`config.mk`:
```
export PLATFORM = sky130hd
export DESIGN_NAME = mem_responder_flat
export DESIGN_NICKNAME = d
export VERILOG_FILES = /design/src/rtl/mem_responder_pkg.sv /design/src/rtl/mem_responder_if.sv /design/src/rtl/mem_responder_rr_arbiter2.sv /design/src/rtl/mem_responder.sv /design/src/flat_wrapper.sv
export SDC_FILE = /design/constraint.sdc
export NUM_CORES = 1
export LEC_CHECK = 0
export ABC_AREA = 1
export CAP_MARGIN = 20
export CORE_MARGIN = 2
export CORE_UTILIZATION = 44
export DETAILED_ROUTE_END_ITERATION = 8
export HOLD_SLACK_MARGIN = 0.06
export PLACE_DENSITY = 0.85
export SLEW_MARGIN = 5
export SYNTH_ARGS = -nofsm -noshare
export SYNTH_HDL_FRONTEND = slang
export SYNTH_SLANG_ARGS = --single-unit
```
`constraint.sdc`:
```
create_clock -name clk -period 4.47 [get_ports clk]
set_clock_uncertainty 0.1 [all_clocks]
set_input_delay 0.6705 -clock clk [delete_from_list [all_inputs] [get_ports clk]]
set_output_delay 0.6705 -clock clk [all_outputs]
set_load 0.005 [all_outputs]
```
`src/rtl/mem_responder_pkg.sv`:
```
// Shared CPU memory-side types: responder state, initiator port id, request record.
package rv32i_types;

  typedef enum logic [1:0] {
    IDLE = 2'd0,
    BUSY = 2'd1,
    RESP = 2'd2
  } mem_resp_state_t;

  typedef enum logic {
    PORT_I   = 1'b0,
    PORT_LSQ = 1'b1
  } mem_port_t;

  localparam int MEM_W = 32;

  typedef struct packed {
    logic               read;
    logic               write;
    logic [MEM_W/8-1:0] byte_enable;
    logic [MEM_W-1:0]   address;
    logic [MEM_W-1:0]   wdata;
  } mem_req_t;

  function automatic mem_port_t other_port(mem_port_t p);
    return (p == PORT_I) ? PORT_LSQ : PORT_I;
  endfunction

endpackage

```
`src/rtl/mem_responder_if.sv`:
```
// Simple memory request/response bus: the initiator drives the request,
// the responder returns a one-cycle resp with read data.
interface mem_responder_if #(
  parameter int width = 32
);
  logic               read;
  logic               write;
  logic [width/8-1:0] byte_enable;
  logic [width-1:0]   address;
  logic [width-1:0]   wdata;
  logic               resp;
  logic [width-1:0]   rdata;

  modport master (
    output read, write, byte_enable, address, wdata,
    input  resp, rdata
  );

  modport slave (
    input  read, write, byte_enable, address, wdata,
    output resp, rdata
  );
endinterface

```
`src/rtl/mem_responder_rr_arbiter2.sv`:
```
// Two-way round-robin arbiter: a lone requester wins, a tie goes to the
// port that was not granted last.
module rr_arbiter2
  import rv32i_types::*;
(
  input  logic      req_i,
  input  logic      req_lsq,
  input  mem_port_t last_grant,
  output mem_port_t grant,
  output logic      valid
);

  // Pick the winner from the two request bits and the grant history
  always_comb begin
    valid = req_i | req_lsq;
    grant = PORT_I;
    if (req_i && req_lsq) begin
      grant = other_port(last_grant);
    end else if (req_lsq) begin
      grant = PORT_LSQ;
    end
  end

endmodule

```
`src/rtl/mem_responder.sv`:
```
// Memory responder: serialises fetch and LSQ requests onto one pmem port,
// one transaction at a time, with a watchdog that aborts a stalled pmem.
//
//   state | meaning
//   IDLE  | waiting for a request; arbitration happens here only
//   BUSY  | pmem request driven from latched copy; watchdog running
//   RESP  | one-cycle resp to the granted port; grant history updated
module mem_responder
  import rv32i_types::*;
#(
  parameter int width   = 32,
  parameter int timeout = 255
) (
  input  logic            clk,
  input  logic            rst,
  mem_responder_if.slave  i_mem,
  mem_responder_if.slave  lsq_mem,
  mem_responder_if.master pmem,
  output logic            err
);

  localparam int         BE_W    = width / 8;
  // Watchdog value in the last BUSY cycle allowed before the abort.
  localparam logic [7:0] WD_LAST = 8'(timeout - 1);

  mem_resp_state_t  state;
  mem_port_t        last_grant;
  mem_port_t        cur_port;
  mem_port_t        grant;
  logic             grant_valid;
  logic [7:0]       wd_cnt;

  logic             sel_write;
  logic [BE_W-1:0]  sel_be;
  logic [width-1:0] sel_address;
  logic [width-1:0] sel_wdata;
  logic [width-1:0] cap_data;

  rr_arbiter2 u_arb (
    .req_i      (i_mem.read | i_mem.write),
    .req_lsq    (lsq_mem.read | lsq_mem.write),
    .last_grant (last_grant),
    .grant      (grant),
    .valid      (grant_valid)
  );

  // Route the winning port's request fields to the latch inputs
  always_comb begin
    if (grant == PORT_I) begin
      sel_write   = i_mem.write;
      sel_be      = i_mem.byte_enable;
      sel_address = i_mem.address;
      sel_wdata   = i_mem.wdata;
    end else begin
      sel_write   = lsq_mem.write;
      sel_be      = lsq_mem.byte_enable;
      sel_address = lsq_mem.address;
      sel_wdata   = lsq_mem.wdata;
    end
  end

  // Writes return zero data regardless of what pmem puts on rdata
  assign cap_data = pmem.write ? '0 : pmem.rdata;

  // Transaction FSM; all pmem and resp outputs are registered here
  always_ff @(posedge clk or negedge rst) begin
    if (!rst) begin
      state             <= IDLE;
      last_grant        <= PORT_LSQ;
      cur_port          <= PORT_I;
      wd_cnt            <= '0;
      err               <= 1'b0;
      pmem.read         <= 1'b0;
      pmem.write        <= 1'b0;
      pmem.byte_enable  <= '0;
      pmem.address      <= '0;
      pmem.wdata        <= '0;
      i_mem.resp        <= 1'b0;
      i_mem.rdata       <= '0;
      lsq_mem.resp      <= 1'b0;
      lsq_mem.rdata     <= '0;
    end else begin
      case (state)
        IDLE: begin
          if (grant_valid) begin
            state            <= BUSY;
            cur_port         <= grant;
            wd_cnt           <= '0;
            pmem.write       <= sel_write;
            pmem.read        <= ~sel_write;
            pmem.byte_enable <= sel_be;
            pmem.address     <= sel_address;
            pmem.wdata       <= sel_wdata;
          end
        end
        BUSY: begin
          // A response in the watchdog's final cycle still wins over the abort
          if (pmem.resp || (wd_cnt == WD_LAST)) begin
            state      <= RESP;
            pmem.read  <= 1'b0;
            pmem.write <= 1'b0;
            if (!pmem.resp) begin
              err <= 1'b1;
            end
            if (cur_port == PORT_I) begin
              i_mem.resp  <= 1'b1;
              i_mem.rdata <= pmem.resp ? cap_data : '0;
            end else begin
              lsq_mem.resp  <= 1'b1;
              lsq_mem.rdata <= pmem.resp ? cap_data : '0;
            end
          end else begin
            wd_cnt <= wd_cnt + 8'd1;
          end
        end
        RESP: begin
          state        <= IDLE;
          last_grant   <= cur_port;
          i_mem.resp   <= 1'b0;
          lsq_mem.resp <= 1'b0;
        end
        default: state <= IDLE;
      endcase
    end
  end

endmodule

```
`src/flat_wrapper.sv`:
```
// flat-port wrapper written by rule: the top's interface ports become plain ports
module mem_responder_flat import rv32i_types::*;
#(
  parameter int width   = 32,
  parameter int timeout = 255
)
  (clk, rst, err, i_mem_read, i_mem_write, i_mem_byte_enable, i_mem_address, i_mem_wdata, i_mem_resp, i_mem_rdata, lsq_mem_read, lsq_mem_write, lsq_mem_byte_enable, lsq_mem_address, lsq_mem_wdata, lsq_mem_resp, lsq_mem_rdata, pmem_read, pmem_write, pmem_byte_enable, pmem_address, pmem_wdata, pmem_resp, pmem_rdata);
  mem_responder_if #(.width(width)) i_mem_i ();
  mem_responder_if #(.width(width)) lsq_mem_i ();
  mem_responder_if #(.width(width)) pmem_i ();
  input  logic clk;
  input  logic rst;
  output logic err;
  input wire logic [$bits(i_mem_i.read)-1:0] i_mem_read;
  input wire logic [$bits(i_mem_i.write)-1:0] i_mem_write;
  input wire logic [$bits(i_mem_i.byte_enable)-1:0] i_mem_byte_enable;
  input wire logic [$bits(i_mem_i.address)-1:0] i_mem_address;
  input wire logic [$bits(i_mem_i.wdata)-1:0] i_mem_wdata;
  output wire logic [$bits(i_mem_i.resp)-1:0] i_mem_resp;
  output wire logic [$bits(i_mem_i.rdata)-1:0] i_mem_rdata;
  input wire logic [$bits(lsq_mem_i.read)-1:0] lsq_mem_read;
  input wire logic [$bits(lsq_mem_i.write)-1:0] lsq_mem_write;
  input wire logic [$bits(lsq_mem_i.byte_enable)-1:0] lsq_mem_byte_enable;
  input wire logic [$bits(lsq_mem_i.address)-1:0] lsq_mem_address;
  input wire logic [$bits(lsq_mem_i.wdata)-1:0] lsq_mem_wdata;
  output wire logic [$bits(lsq_mem_i.resp)-1:0] lsq_mem_resp;
  output wire logic [$bits(lsq_mem_i.rdata)-1:0] lsq_mem_rdata;
  output wire logic [$bits(pmem_i.read)-1:0] pmem_read;
  output wire logic [$bits(pmem_i.write)-1:0] pmem_write;
  output wire logic [$bits(pmem_i.byte_enable)-1:0] pmem_byte_enable;
  output wire logic [$bits(pmem_i.address)-1:0] pmem_address;
  output wire logic [$bits(pmem_i.wdata)-1:0] pmem_wdata;
  input wire logic [$bits(pmem_i.resp)-1:0] pmem_resp;
  input wire logic [$bits(pmem_i.rdata)-1:0] pmem_rdata;
  assign i_mem_i.read = i_mem_read;
  assign i_mem_i.write = i_mem_write;
  assign i_mem_i.byte_enable = i_mem_byte_enable;
  assign i_mem_i.address = i_mem_address;
  assign i_mem_i.wdata = i_mem_wdata;
  assign i_mem_resp = i_mem_i.resp;
  assign i_mem_rdata = i_mem_i.rdata;
  assign lsq_mem_i.read = lsq_mem_read;
  assign lsq_mem_i.write = lsq_mem_write;
  assign lsq_mem_i.byte_enable = lsq_mem_byte_enable;
  assign lsq_mem_i.address = lsq_mem_address;
  assign lsq_mem_i.wdata = lsq_mem_wdata;
  assign lsq_mem_resp = lsq_mem_i.resp;
  assign lsq_mem_rdata = lsq_mem_i.rdata;
  assign pmem_read = pmem_i.read;
  assign pmem_write = pmem_i.write;
  assign pmem_byte_enable = pmem_i.byte_enable;
  assign pmem_address = pmem_i.address;
  assign pmem_wdata = pmem_i.wdata;
  assign pmem_i.resp = pmem_resp;
  assign pmem_i.rdata = pmem_rdata;
  mem_responder #(.width(width), .timeout(timeout)) u_core (.clk(clk), .rst(rst), .i_mem(i_mem_i), .lsq_mem(lsq_mem_i), .pmem(pmem_i), .err(err));
endmodule
```
==> results of run 1 <==
## cell families after synthesis
kind of cell               after synthesis  share of synthesized area [%]
AOI/OAI and AO/OA                      209                           18.4
and+or+nand+nor                        317                           19.3
adders and majority gates                2                          0.381
xor gates and xnor gates                 1                          0.134
DFF                                    149                           56.9
buffers and inverters                   58                           4.94
## Yosys cell counts
cell / number / area (um^2)
nor2_4: 1 / 11.3
inv_2: 2 / 7.51
o21ai_2: 41 / 359
nor2_2: 3 / 18.8
nand3b_1: 1 / 7.51
buf_2: 5 / 25.0
a21oi_1: 1 / 5.00
a31o_2: 1 / 8.76
dfstp_2: 1 / 26.3
ha_1: 2 / 25.0
buf_1: 1 / 3.75
inv_1: 11 / 41.3
buf_6: 13 / 146
clkbuf_2: 2 / 10.0
nand3_1: 6 / 30.0
nand2_4: 1 / 11.3
o21ai_1: 35 / 175
nor3_1: 2 / 10.0
xor2_1: 1 / 8.76
dfrtp_1: 148 / 3700
nand2_1: 202 / 758
nand2_2: 14 / 87.6
clkbuf_1: 24 / 90.1
nand3_2: 1 / 10.0
nor2_1: 86 / 323
o21ai_0: 131 / 656
## how the worst max path moves through the flow
stage	to
after global placement	u_core.wd_cnt[4]
after floorplan	u_core.pmem.address[0]
final	u_core.wd_cnt[4]
after CTS	u_core.wd_cnt[4]
after detailed placement	u_core.wd_cnt[4]
after global routing	u_core.wd_cnt[4]
## area by class of cell
class | count | area [um^2] | share of cell area [%]
multi-input cells | 529 | 2520 | 24.3
clock buffers | 20 | 457 | 4.41
well taps | 184 | 230 | 2.22
flip-flops and latches | 149 | 3730 | 36.0
inverters | 13 | 48.8 | 0.471
repair buffers | 319 | 3190 | 30.8
clock inverters | 12 | 178 | 1.72
## metrics by stage
step	total power [uW]	worst slack (ns)
6_report	6870	1.88
5_1_grt	7320	1.66
4_1_cts	6920	1.88
3_5_place_dp	5370	1.45
3_3_place_gp	5280	1.53
2_1_floorplan	3690	2.71
## sequential cells by signal (all words and copies together) (netlist names)
| register | flops |
|---|---|
| u_core.state | 2 |
| u_core.pmem.read | 1 |
| u_core.last_grant | 1 |
| u_core.i_mem.rdata | 32 |
| u_core.pmem.address | 32 |
| u_core.cur_port | 1 |
| u_core.i_mem.resp | 1 |
| u_core.wd_cnt | 8 |
| u_core.lsq_mem.rdata | 32 |
| u_core.err | 1 |
| u_core.pmem.wdata | 32 |
| u_core.pmem.write | 1 |
| u_core.lsq_mem.resp | 1 |
| u_core.pmem.byte_enable | 4 |
## power by group through the flow
stage	logic, uW	registers (uW)	clock network (uW)
floorplan	1350	2340	0
global placement	2980	2300	0
detailed placement	3050	2320	0
CTS	3070	2310	1540
global route	3330	2390	1610
finish	3040	2310	1520
## per-layer routing
layer	up-vias	track usage, %	share of wire, %
met1	2903	31.0	39
met2	288	43.6	49
met3	39	8.33	8.7
met4	0	9.83	2.8
met5	-	0	0
li1	3000	-	-
==> metrics.txt, run 1 <==
status finished clean; cell breakdown of the critical path clkdlybuf4s50_1, nor2_1, nand2_1, nand2_2, buf_4, nand2_2, inv_2, nand2_1, o21ai_0; DP HPWL approximately 14000 um; final wirelength 20300 um; leak pwr 0.00441 uW; reg2reg end u_core.lsq_mem.rdata[16]; number of antenna diodes 0; clock-pin slew on the worst setup and hold paths about 0.060 ns; PD cells between 600 and 700 mW/mm^2; final core utilization a little under three quarters; Die Area ~0.016 mm^2; Cells after Synth 736; commonest non-fill, non-tap cell in the layout clkdlybuf4s50_1; Avg Vias per Cell 5.08; global router's overall resource usage approximately a quarter; switching pwr approximately 2400 uW; post-route non-filler standard cell count around 1200; CP Class input pin to register; Final Wtd Congestion 0.885; Warnings, synthesis 0; vias in the first global route slightly above 6000; hold buffer count at CTS 0; 1st-pass router iterations 4; max-cap viol count 0; clock sink count ~150; CP peak stage delay approximately 0.6 ns; worst-skew pair later-pin latency about 0.41 ns; Reg2Reg Depth 10; Logic pwr share 44.2%; vias post-DR roughly 6200; FF-to-FF Start u_core.wd_cnt[0]; grt ovf 0; root buf cell clkbuf_16; Final Hold Fails 0; # DRC 0; WL per Instance 16.5 um; Critical Path Fanout Max 72; H-tree Lvls 4; Pint about 4500 uW; area grow syn2layout 57.8%; f_max approximately 390 MHz; first-pass GRT wire length roughly 32000 um; CTS tree done; DRT iter0 DRCs 369; most frequent cells in the layout clkdlybuf4s50_1 (310), nand2_1 (202), dfrtp_1 (148); VDD IR max around 0.3 mV; FF-to-FF setup slack around 2 ns; sequential share of power between 30% and 40%; final critical-path share of the clock period between 50% and 60%; Syn Area/Cell between 8 and 9 um^2; Max transition margin 36.2%; # fillers approximately 1100; Placed Cells 1194; buffer depth of the longest clock path 2; crit path time final 2.59 ns; post-synthesis sequential area ratio a little under three fifths; slowest CP cell buf_4; count of different cell masters after synthesis 26; Core Footprint 0.0145 mm^2; CTS Buf Count 17; Die Y 126 um; layout cells sized above 1 10.2%; largest net degree at the start of global routing between 100 and 150; WP buf/inv 3; Std-Cell Rows between 40 and 50; nets@finish between 1000 and 1500; Post-Syn Area about 0.0066 mm^2; Die W 126 um; post-route ant nets 0; Slew Limit Fails 0; Worst setup SP type input pin; Setup violations, final 0; beginning of the critical path lsq_mem_write; worst path arrival time ~2.8 ns; number of synthesized register bits around 150; Initial Util between 40% and 50%; minimum hold slack between 0.2 and 0.3 ns; Tightest Pin Transition ~0.96 ns; cell area after layout 0.0103 mm^2; CTS resizes 0; Clock Power Share ~22%; setup_tns 0 ns; I/O pins 312; Worst path depth 9; PortBufs roughly 310; Worst EP required around 4.7 ns; unrepaired setup endpoints after global routing no; initial antenna violation count 0; Sw Ratio approximately a third; Placed Area a little under 0.01 mm^2; HP Class input pin to async pin; CP delay by family, top buffers and inverters; Syn Nets 913; Post-CTS Setup Inserts 0; Critical Path Sink Type register
(Power assumes the default switching activity.)
==> inputs of run 2 (changes only) <==
- CORE_UTILIZATION: 44 -> 41
- PLACE_DENSITY: 0.85 -> 0.8
- clock period: 4.47 -> 2.65 ns (I/O delays scaled with it)
==> run 2 against run 1 <==
  * Routed wire length increased by 1.4%
  * Die area increased by 7.1%
  * Highest routed layer unchanged
  * Sequential share of layout area decreased by 0.33 points
  * Sequential cell count unchanged
  * Critical endpoint is now u_core.pmem.wdata[26]
  * Critical path depth decreased by 2
  * Via count decreased by 0.34%
  * Core utilization decreased by 5.0 points
  * Total power increased by 68%
  * Worst setup slack got worse by 1.4 ns
  * Sequential power increased by 68%
==> metrics.txt, run 2 (synthesis results as in run 1) <==
status finished clean; met3 WL post-DR 1800 um; Tightest Pin Transition 0.991 ns; largest net degree at the start of global routing 70; Initial Util ~42%; M1 wire length between 7000 and 8000 um; Die Y roughly 130 um; setup_tns 0 ns; Critical Path Fanout Max approximately 70; buffer depth of the longest clock path 2; commonest non-fill, non-tap cell in the layout clkdlybuf4s50_1; Die Area approximately 0.017 mm^2; max-cap viol count 0; I/O pins between 300 and 400; global router's overall resource usage 23.8%; Final Hold Fails 0; H-tree Lvls 4; FF-to-FF setup slack 0.56 ns; Avg Vias per Cell between 4 and 5; CTS tree done; clock-pin slew on the worst setup and hold paths 0.07 ns; leak pwr roughly 0.0044 uW; Worst setup SP type input pin; 1st-pass router iterations 5; worst path arrival time between 2 and 2.5 ns; Core Footprint between 0.015 and 0.02 mm^2; slowest CP cell inv_2; CTS resizes 0; Worst EP required between 2 and 3 ns; Final Wtd Congestion about 0.85; Most Frequent Cell on Critical Path o21ai_0; layout cells sized above 1 a little over a tenth; PD cells roughly 1100 mW/mm^2; WP buf/inv 2; f_max between 400 and 500 MHz; Final Power roughly 12000 uW; # DRC 0; CP delay by family, top buffers and inverters; hold buffer count at CTS 1; clock sink count roughly 150; Top Metal Used met4; cell breakdown of the critical path clkdlybuf4s50_1, nor2_1, nand2_1, nand2_2, inv_2, o21ai_0, o21ai_0; most frequent cells in the layout clkdlybuf4s50_1 (310), nand2_1 (202), dfrtp_1 (148); Max transition margin roughly 34%; Std-Cell Rows 46; Setup violations, final 0; first-pass GRT wire length 30900 um; grt ovf 0; PortBufs approximately 310; root buf cell clkbuf_16; VDD IR max approximately 0.46 mV; HP Class register to register; worst-skew pair later-pin latency 0.42 ns; CTS Buf Count 17; Slew Limit Fails 0; post-route ant nets 0; Post-CTS Setup Inserts 0; DRT iter0 DRCs 304; crit path time final 2.19 ns; vias post-DR 6209; vias in the first global route 5873; CP Class input pin to register; metal2 WL between 10000 and 15000 um; initial antenna violation count 0; nets@finish approximately 1200; area grow syn2layout 59.3%; unrepaired setup endpoints after global routing no; final wirelength a little over 20000 um; CP peak stage delay around 0.70 ns; DP HPWL between 10000 and 15000 um; number of antenna diodes 0; Die W 130 um; Critical Path Sink Type register; final critical-path share of the clock period about 82%; WL per Instance ~16 um
run 2: worst paths after layout:
check | start | end | depth (start not counted)
setup / recovery | lsq_mem_write | u_core.pmem.wdata[26] | 7
hold / removal | u_core.i_mem.rdata[2] | u_core.i_mem.rdata[2] | 2
setup reg to reg | u_core.state[0] | u_core.pmem.wdata[26] | 5
hold reg to reg | u_core.i_mem.rdata[2] | u_core.i_mem.rdata[2] | 2
max in group asynchronous | rst | u_core.last_grant | 3
min in group asynchronous | rst | u_core.i_mem.rdata[2] | 2
run 2: per-stage QoR:
step	setup WS (ns)	hold slack [ns]	instances	instance area (um^2)	util [%]
2_1_floorplan	1.02	0.00191	736	6560	-
3_3_place_gp	0.126	0.339	1231	9840	62.4
3_5_place_dp	0.0362	0.350	1231	9840	62.4
4_1_cts	0.499	0.382	1264	10400	66.2
5_1_grt	0.264	0.400	1264	10400	66.2
6_report	0.464	0.379	1264	10400	66.2
run 2: worst register-to-register path, stage by stage, from the launching register on:
cell     delay [ns]
dfrtp_1        0.40
nor2_1         0.20
nand2_2        0.11
inv_2          0.70
o21ai_0        0.28
o21ai_0        0.21
run 2: cell type report:
type,count,area [um^2]
Inverter,13,48.8
Tap cell,216,270
Clock buffer,17,425
Sequential cell,149,3730
Fill cell,1308,5320
Timing Repair Buffer,325,3280
Multi-Input combinational cell,529,2520
Clock inverter,15,168
run 2: report_power, final:
part / internal (uW) / switching [uW]
clock: 1410 / 1040
sequential: 3310 / 572
combinational: 2690 / 2510
total: 7420 / 4120
run 2: routing by layer:
layer	vias to the layer above	track usage [%]
met3	31	8.59
met5	-	0
met2	266	40.0
li1	3004	-
met4	0	9.39
met1	2908	28.0
